===== src/rtl/dmem_pkg.sv =====
// dmem_pkg
// Shared types and constants for the data-memory arbitration slice.
//   owner_e   : who is waiting on the read data returned by the memory next cycle
//   mem_req_t : one memory request bundle at the default data-memory widths,
//               shared with the datapath and the host loader
package dmem_pkg;

    localparam int DMEM_ADDR_W    = 11;
    localparam int DMEM_DATA_W    = 32;
    localparam int DMEM_BE_W      = DMEM_DATA_W / 8;
    localparam int STARVE_CNT_W   = 4;
    localparam logic [STARVE_CNT_W-1:0] STARVE_CNT_MAX = '1;

    typedef enum logic [1:0] {
        OWN_NONE = 2'd0,
        OWN_CORE = 2'd1,
        OWN_HOST = 2'd2
    } owner_e;

    typedef struct packed {
        logic                   we;
        logic [DMEM_ADDR_W-1:0] addr;
        logic [DMEM_DATA_W-1:0] wdata;
        logic [DMEM_BE_W-1:0]   be;
    } mem_req_t;

endpackage


===== src/rtl/dmem_starve_ctr.sv =====
// dmem_starve_ctr
// Counts consecutive cycles in which the host asked for the memory and lost.
// Ports:
//   clk, reset : rising-edge clock, synchronous active-high reset
//   clr        : host was granted or is not requesting, restart the count
//   inc        : host requested and was denied this cycle
//   ge_limit   : count has reached LIMIT, host must be forced through
module dmem_starve_ctr
    import dmem_pkg::*;
#(
    parameter int LIMIT = 4
) (
    input  logic clk,
    input  logic reset,
    input  logic clr,
    input  logic inc,
    output logic ge_limit
);

    localparam logic [STARVE_CNT_W-1:0] LIMIT_V = STARVE_CNT_W'(LIMIT);

    logic [STARVE_CNT_W-1:0] cnt_q;
    logic [STARVE_CNT_W-1:0] cnt_d;

    // Clear wins over increment; the count sticks at its maximum so a long
    // wait can never wrap back below the limit.
    always_comb begin
        cnt_d = cnt_q;
        if (clr) begin
            cnt_d = '0;
        end else if (inc && (cnt_q != STARVE_CNT_MAX)) begin
            cnt_d = cnt_q + 1'b1;
        end
    end

    always_ff @(posedge clk) begin
        if (reset) begin
            cnt_q <= '0;
        end else begin
            cnt_q <= cnt_d;
        end
    end

    assign ge_limit = (cnt_q >= LIMIT_V);

endmodule


===== src/rtl/dmem_arbiter.sv =====
// dmem_arbiter
// Shares the single-port synchronous data memory between the core load/store
// unit (c_*) and the host/debug loader (h_*). The core has default priority;
// a host that has lost STARVE_LIMIT cycles in a row is forced through once.
// Read data (1-cycle memory latency) is routed back to whoever issued the read.
// Ports:
//   clk, reset                               : clock, synchronous active-high reset
//   c_req/c_we/c_addr/c_wdata/c_be           : core request bundle
//   c_gnt, c_rvalid, c_rdata, core_stall     : core grant, read response, stall
//   h_req/h_we/h_addr/h_wdata/h_be           : host request bundle
//   h_gnt, h_rvalid, h_rdata                 : host grant and read response
//   mem_en/mem_we/mem_addr/mem_wdata/mem_be  : memory request, zero when idle
//   mem_rdata                                : memory read data, 1 cycle after a read
module dmem_arbiter
    import dmem_pkg::*;
#(
    parameter int ADDR_W       = DMEM_ADDR_W,
    parameter int DATA_W       = DMEM_DATA_W,
    parameter int STARVE_LIMIT = 4
) (
    input  logic                clk,
    input  logic                reset,

    input  logic                c_req,
    input  logic                c_we,
    input  logic [ADDR_W-1:0]   c_addr,
    input  logic [DATA_W-1:0]   c_wdata,
    input  logic [DATA_W/8-1:0] c_be,
    output logic                c_gnt,
    output logic                c_rvalid,
    output logic [DATA_W-1:0]   c_rdata,
    output logic                core_stall,

    input  logic                h_req,
    input  logic                h_we,
    input  logic [ADDR_W-1:0]   h_addr,
    input  logic [DATA_W-1:0]   h_wdata,
    input  logic [DATA_W/8-1:0] h_be,
    output logic                h_gnt,
    output logic                h_rvalid,
    output logic [DATA_W-1:0]   h_rdata,

    output logic                mem_en,
    output logic                mem_we,
    output logic [ADDR_W-1:0]   mem_addr,
    output logic [DATA_W-1:0]   mem_wdata,
    output logic [DATA_W/8-1:0] mem_be,
    input  logic [DATA_W-1:0]   mem_rdata
);

    // Request bundle at this instance's widths (same layout as mem_req_t).
    typedef struct packed {
        logic                we;
        logic [ADDR_W-1:0]   addr;
        logic [DATA_W-1:0]   wdata;
        logic [DATA_W/8-1:0] be;
    } req_t;

    req_t   c_bundle;
    req_t   h_bundle;
    req_t   mem_bundle;
    logic   host_forced;
    owner_e rd_owner_q;
    owner_e rd_owner_d;

    assign c_bundle = '{we: c_we, addr: c_addr, wdata: c_wdata, be: c_be};
    assign h_bundle = '{we: h_we, addr: h_addr, wdata: h_wdata, be: h_be};

    dmem_starve_ctr #(
        .LIMIT    (STARVE_LIMIT)
    ) u_starve_ctr (
        .clk      (clk),
        .reset    (reset),
        .clr      (h_gnt | ~h_req),
        .inc      (h_req & ~h_gnt),
        .ge_limit (host_forced)
    );

    // Grants depend only on requests, reset and the registered starvation
    // flag, so there is no path from mem_rdata back into arbitration.
    always_comb begin
        c_gnt = 1'b0;
        h_gnt = 1'b0;
        if (!reset) begin
            if (h_req && host_forced) begin
                h_gnt = 1'b1;
            end else if (c_req) begin
                c_gnt = 1'b1;
            end else if (h_req) begin
                h_gnt = 1'b1;
            end
        end
    end

    // Memory side: forward the granted bundle, drive all zeros when idle.
    always_comb begin
        mem_bundle = '0;
        if (c_gnt) begin
            mem_bundle = c_bundle;
        end else if (h_gnt) begin
            mem_bundle = h_bundle;
        end
    end

    assign mem_en     = c_gnt | h_gnt;
    assign mem_we     = mem_bundle.we;
    assign mem_addr   = mem_bundle.addr;
    assign mem_wdata  = mem_bundle.wdata;
    assign mem_be     = mem_bundle.be;
    assign core_stall = c_req & ~c_gnt & ~reset;

    // Remember who owns the data coming back next cycle; writes own nothing.
    always_comb begin
        rd_owner_d = OWN_NONE;
        if (c_gnt && !c_we) begin
            rd_owner_d = OWN_CORE;
        end else if (h_gnt && !h_we) begin
            rd_owner_d = OWN_HOST;
        end
    end

    always_ff @(posedge clk) begin
        if (reset) begin
            rd_owner_q <= OWN_NONE;
        end else begin
            rd_owner_q <= rd_owner_d;
        end
    end

    // Reset also masks a response already in flight when it asserts.
    always_comb begin
        c_rvalid = 1'b0;
        h_rvalid = 1'b0;
        c_rdata  = '0;
        h_rdata  = '0;
        if (!reset) begin
            if (rd_owner_q == OWN_CORE) begin
                c_rvalid = 1'b1;
                c_rdata  = mem_rdata;
            end else if (rd_owner_q == OWN_HOST) begin
                h_rvalid = 1'b1;
                h_rdata  = mem_rdata;
            end
        end
    end

endmodule


===== config.mk =====
export PLATFORM = sky130hd
export DESIGN_NAME = dmem_arbiter
export DESIGN_NICKNAME = d
export VERILOG_FILES = /design/src/rtl/dmem_pkg.sv /design/src/rtl/dmem_starve_ctr.sv /design/src/rtl/dmem_arbiter.sv
export SDC_FILE = /design/constraint.sdc
export NUM_CORES = 1
export LEC_CHECK = 0
export CAP_MARGIN = 25
export CORE_AREA = 2 2 97 99
export DETAILED_ROUTE_END_ITERATION = 6
export DIE_AREA = 0 0 99 101
export PLACE_DENSITY = 0.84
export SLEW_MARGIN = 20
export SYNTH_ARGS = -nofsm -noshare
export SYNTH_HDL_FRONTEND = slang
export SYNTH_HIERARCHICAL = 1
export SYNTH_SLANG_ARGS = --single-unit

===== constraint.sdc =====
create_clock -name clk -period 1.75 [get_ports clk]
set_input_delay 0.175 -clock clk [delete_from_list [all_inputs] [get_ports clk]]
set_output_delay 0.175 -clock clk [all_outputs]
set_load 0.02 [all_outputs]

# After elaboration in Yosys (flattened, before gate mapping)
# Cells that the tools add are included.
# op_classes
mux,21
n_eq_ne,3
n_reduce_logical,8
n_lt_le_gt_ge,1
bitwise_logic,9
add_sub_neg,1
# op_table
operator,count
32-bit 2-to-1 mux,5
48-bit 2-to-1 mux,2
1-bit 2-to-1 mux,13
4-bit by 1-bit adder with 4-bit output (second input constant),1
4-bit by 3-bit >= comparator with 1-bit output (second input constant),1
1-bit logical AND,4
4-bit != test (second input constant),1
1-bit NOT,4
2-bit OR reduction,2
1-bit bitwise AND,3
2-bit by 1-bit == test with 1-bit output (second input constant),1
2-bit == test (second input constant),1
1-bit logical NOT,2
2-bit 2-to-1 mux,1
1-bit OR,2
# word_totals
in_bits,132
elab_cells,46
register_bits,6
output_inout_bits,118

# Logic depth before layout (Yosys ltp)
# logic_depth
word_depth,7
ltp_mapped,8
depth_no_buf,6

# Cells and area by module
# The synthesis kept the hierarchy.
# by_module_without_submodules
module,cells_each,n_inst,area_per_inst_um2,seq_area_each_um2
dmem_arbiter,259,1,1983.2,40.0
dmem_starve_ctr,22,1,203.9,80.1

# Worst setup path after synthesis
# Ideal clock, no wire load.
# synth_path
path_kind,register -> register
from,register u_starve_ctr.cnt_q[3]
to,register u_starve_ctr.cnt_q[3]
setup_time_ns,0.127
path_buffers,2
path_slack_ns,-0.021
arrival_ns,1.644
path_stages_with_launch,9
t_required_ns,1.623
synth_period_minus_slack_ns,1.771
cell_sequence,dfxtp_1 > or2_2 > nor2b_1 > buf_6 > buf_4 > o21a_1 > nand4_1 > o211ai_1 > o41ai_1
# synth_via
elab_chain_len,7
elab_cells_between_ends,11
cone_classes,add/sub: 1; order compare: 1; eq/ne: 1; mux: 2; bitwise: 3; reduce/logical: 3
# synth_rtl
element,line_no,text
start: declaration,dmem_starve_ctr.sv:22,logic [STARVE_CNT_W-1:0] cnt_q;
start signal: assignment,dmem_starve_ctr.sv:40,cnt_q <= cnt_d;
4-bit by 3-bit >= comparator with 1-bit output (*),dmem_starve_ctr.sv:44,assign ge_limit = (cnt_q >= LIMIT_V);
net host_forced,dmem_arbiter.sv:62,logic host_forced;
1-bit logical AND (*),dmem_arbiter.sv:85,if (h_req && host_forced) begin
1-bit 2-to-1 mux (*),dmem_arbiter.sv:85,
1-bit 2-to-1 mux (*),dmem_arbiter.sv:84,if (!reset) begin
1-bit NOT,dmem_arbiter.sv:75,".inc (h_req & ~h_gnt),"
1-bit bitwise AND,dmem_arbiter.sv:75,
1-bit logical AND,dmem_starve_ctr.sv:31,end else if (inc && (cnt_q != STARVE_CNT_MAX)) begin
# Mark *: on every way through the listed nets, which the timed path passes. The rest lies on a longest branch.
# A chain may end at the register's enable or synchronous reset.

# Worst setup path after layout
# layout_path
from,register u_starve_ctr.cnt_q[3]
to,output mem_wdata[9]
# layout_via
elab_chain_len,6
elab_cells_between_ends,8
cone_classes,order compare: 1; mux: 6; reduce/logical: 1
# layout_rtl
element,line_no,text
4-bit by 3-bit >= comparator with 1-bit output (*),dmem_starve_ctr.sv:44,
net host_forced,dmem_arbiter.sv:62,
1-bit logical AND (*),dmem_arbiter.sv:85,
1-bit 2-to-1 mux,dmem_arbiter.sv:85,
1-bit 2-to-1 mux,dmem_arbiter.sv:84,
48-bit 2-to-1 mux,dmem_arbiter.sv:100,end else if (h_gnt) begin
48-bit 2-to-1 mux (*),dmem_arbiter.sv:98,if (c_gnt) begin
end: declaration,dmem_arbiter.sv:46,"output logic [DATA_W-1:0] mem_wdata,"
# Marked as above.

==> run metrics <==
Placed Area 4810 um2; Final Non-Filler Cells around 640; area occupied by registers ~120 um2; Worst Setup Slack, final -0.0897 ns; Syn Nets 414; dpl hpwl roughly 7.6 mm; gr ovfl total 0; Reg clk slew, reported paths 0.04 ns; Req. time, crit path 1.57 ns; most common cell after layout, fill and taps aside clkdlybuf4s50_1; Logic pwr share 0.754; Port Buf Inserts between 200 and 250; area occupied by multi-input gates approximately 2200 um2; FMAX 544 MHz; root buf cell clkbuf_8; core area 8980 um2; area grow syn2layout 137%; Int Power 0.000895 W; share of layout cells above drive strength 1 0.257; cells after synthesis 281; clock power share 0.145; Setup Skew 0.00173 ns; FP Rows 35; final hold viol count 0; Leakage 2.22 nW; Flop pwr share 0.101; NetSw about 0.00052 W; First-pass DRT Iterations 4; number of diodes 0; Die W 99 um; Worst setup EP type output port; mux cell area share after synthesis 0.00915; sequence of cells on the critical path or2_4 > a21bo_4 > buf_6 > buf_16 > o32ai_2 > buf_4; Finished Cell Area 5190 um2; DRC viols 0; XOR/XNOR Fraction of Synth Area 0; max-slew headroom at the worst pin 0.789; run status finished with violations; Worst path slowest cell dfxtp_2; Crit Path Class reg -> out; Placed Instances 624; type of origin of the critical path flop; Sw Share 0.369; Clk Latency, worst-skew pair 0.22 ns; DRT antenna net count 0; CTS tree yes; max cap viols 0; vias per inst 4.82; Tmin final 1.84 ns; RSZ-0062 raised after global routing yes; setup total negative slack -0.933 ns; die area 10000 um2; highest-count cells in the layout ignoring fill and taps 130 x clkdlybuf4s50_1, 96 x nand2b_1, 64 x and2_1; routed wire length per instance around 17 um; setup slack at placement -0.485 ns; adder-cell share of the synthesized area 0.00572; CP peak stage delay 0.31 ns; vias in the first global route 3071; Die Height 101 um; Seq/Total Area, Yosys 0.0549; total routed wirelength between 10 and 15 mm; Final Cycle Share 1.05; WP buf/inv 3; Compound-Gate Fraction of Synth Area 0.307; Worst VDD drop 0.000136 V; Seq cells post-synth 6; Clock Path Buffers 2; PD cells 273 nW/um2; worst hold path class reg -> reg; largest net degree at the start of global routing 68; syn avg cell area 7.78 um2; Iteration-0 DRC Markers 57; Max FO, Critical Path 6; Sink Count 6; CP top delay family buffers and inverters; failing checks negative setup slack; fin nets 660; Simple-Gate Fraction of Synth Area 0.526; main combinational cell family by area after synthesis simple AND/OR/NAND/NOR gates; Slew Viols, Final 0; initial core utilization 0.244; GP Congestion a little under 0.8; final setup vio count 32; io pins 250; Num CTS Buffers 3; Unique masters post-synth 32; cell area after synthesis 2190 um2; FILL cells 810; CP Data Arrival Time 1.66 ns; H-Tree Depth 1; Slew @ Worst Pin 0.317 ns; gr usage total 0.186; routed vias 3067; global-route wire length before repair 15.2 mm; antenna violations before repair 0; Ys Warns 6
-- area by class of cell --
cell class | instances | share of cell area
Inverter | 1 | 0.000723
Tap cell | 111 | 0.0267
Timing Repair Buffer | 274 | 0.525
Sequential cell | 6 | 0.0236
Clock buffer | 3 | 0.00795
Multi-Input combinational cell | 241 | 0.416
-- registers in the layout, indices dropped and copies added, names as in the netlist --
signal and flops:
rd_owner_q 2, u_starve_ctr/cnt_q 4
-- path summary, 6_finish.rpt --
| path | cells after the start | slack, ns | from | to |
|---|---|---|---|---|
| max reg2reg | 7 | 0.02 | u_starve_ctr/cnt_q[3] | u_starve_ctr/cnt_q[3] |
| min reg2reg | 2 | 0.52 | u_starve_ctr/cnt_q[0] | u_starve_ctr/cnt_q[0] |
| min | 2 | 0.52 | u_starve_ctr/cnt_q[0] | u_starve_ctr/cnt_q[0] |
| max | 6 | -0.09 | u_starve_ctr/cnt_q[3] | mem_wdata[9] |
-- cell usage after synthesis (all sizes together) --
library cell,instances,area share
dfxtp,6,0.055
o21ai,1,0.0023
nor4,1,0.0029
or3,1,0.0029
nor3b,3,0.015
o21a,1,0.0034
o41ai,1,0.0040
and3,1,0.0029
o32ai,48,0.28
nor2b,1,0.0029
nor3,1,0.0023
mux2i,2,0.0092
nor2,5,0.0086
nand2b,98,0.29
nand4b,1,0.0040
ha,1,0.0057
o211ai,1,0.0034
a21bo,1,0.0046
nand4,1,0.0029
inv,1,0.0017
a21oi,2,0.0046
clkbuf,11,0.022
and2,64,0.18
nand2,5,0.0086
or2,1,0.0029
buf,22,0.074
-- worst reg2reg max path, delay by kind of cell (launching register included) --
kind	cells	cell delay, ns
and+or+nand+nor	3	0.63
AOI/OAI and AO/OA	3	0.46
DFF	1	0.31
buffers and inverters	1	0.20
-- layer usage --
layer / vias up / wire length (um) / track usage / share of wire
li1: 1476 / - / - / -
met1: 1403 / 3810 / 0.203 / 0.36
met2: 176 / 5730 / 0.370 / 0.54
met3: 12 / 944 / 0.0395 / 0.089
met4: 0 / 131 / 0.0295 / 0.012
met5: - / 0 / 0 / 0
-- power groups by stage --
stage               Sequential (W)  Combinational (W)  Clock [W]
floorplan                 0.000144           0.000423          0
global placement          0.000144           0.000943          0
detailed placement        0.000144           0.000958          0
CTS                       0.000143           0.000961   0.000209
global route              0.000143            0.00113   0.000223
finish                    0.000143            0.00107   0.000206
-- repair_timing --
item                                    in CTS  in global routing
gates cloned                                 5                  2
resized for setup                          318                 80
setup buffers                                1                  2
endpoints found under the setup margin     119                 75
hold buffers                                 0                  0
pin swaps                                    3                  8
-- cell families after synthesis --
kind of cell             Yosys count
flip-flops                         6
adder cells (fa/ha/maj)            1
AO/OA/AOI/OAI                     55
buffers and inverters             34
multiplexers                       2
AND/OR/NAND/NOR                  183
-- per-stage QoR --
step	power [W]	util	hold WS, ns
after global routing	0.00149	0.578	0.552
after floorplan	0.000567	-	0.251
final	0.00142	0.578	0.519
after global placement	0.00109	0.536	0.466
after detailed placement	0.00110	0.536	0.507
after CTS	0.00131	0.534	0.495
Note: power is estimated with default switching activity, not from simulation.
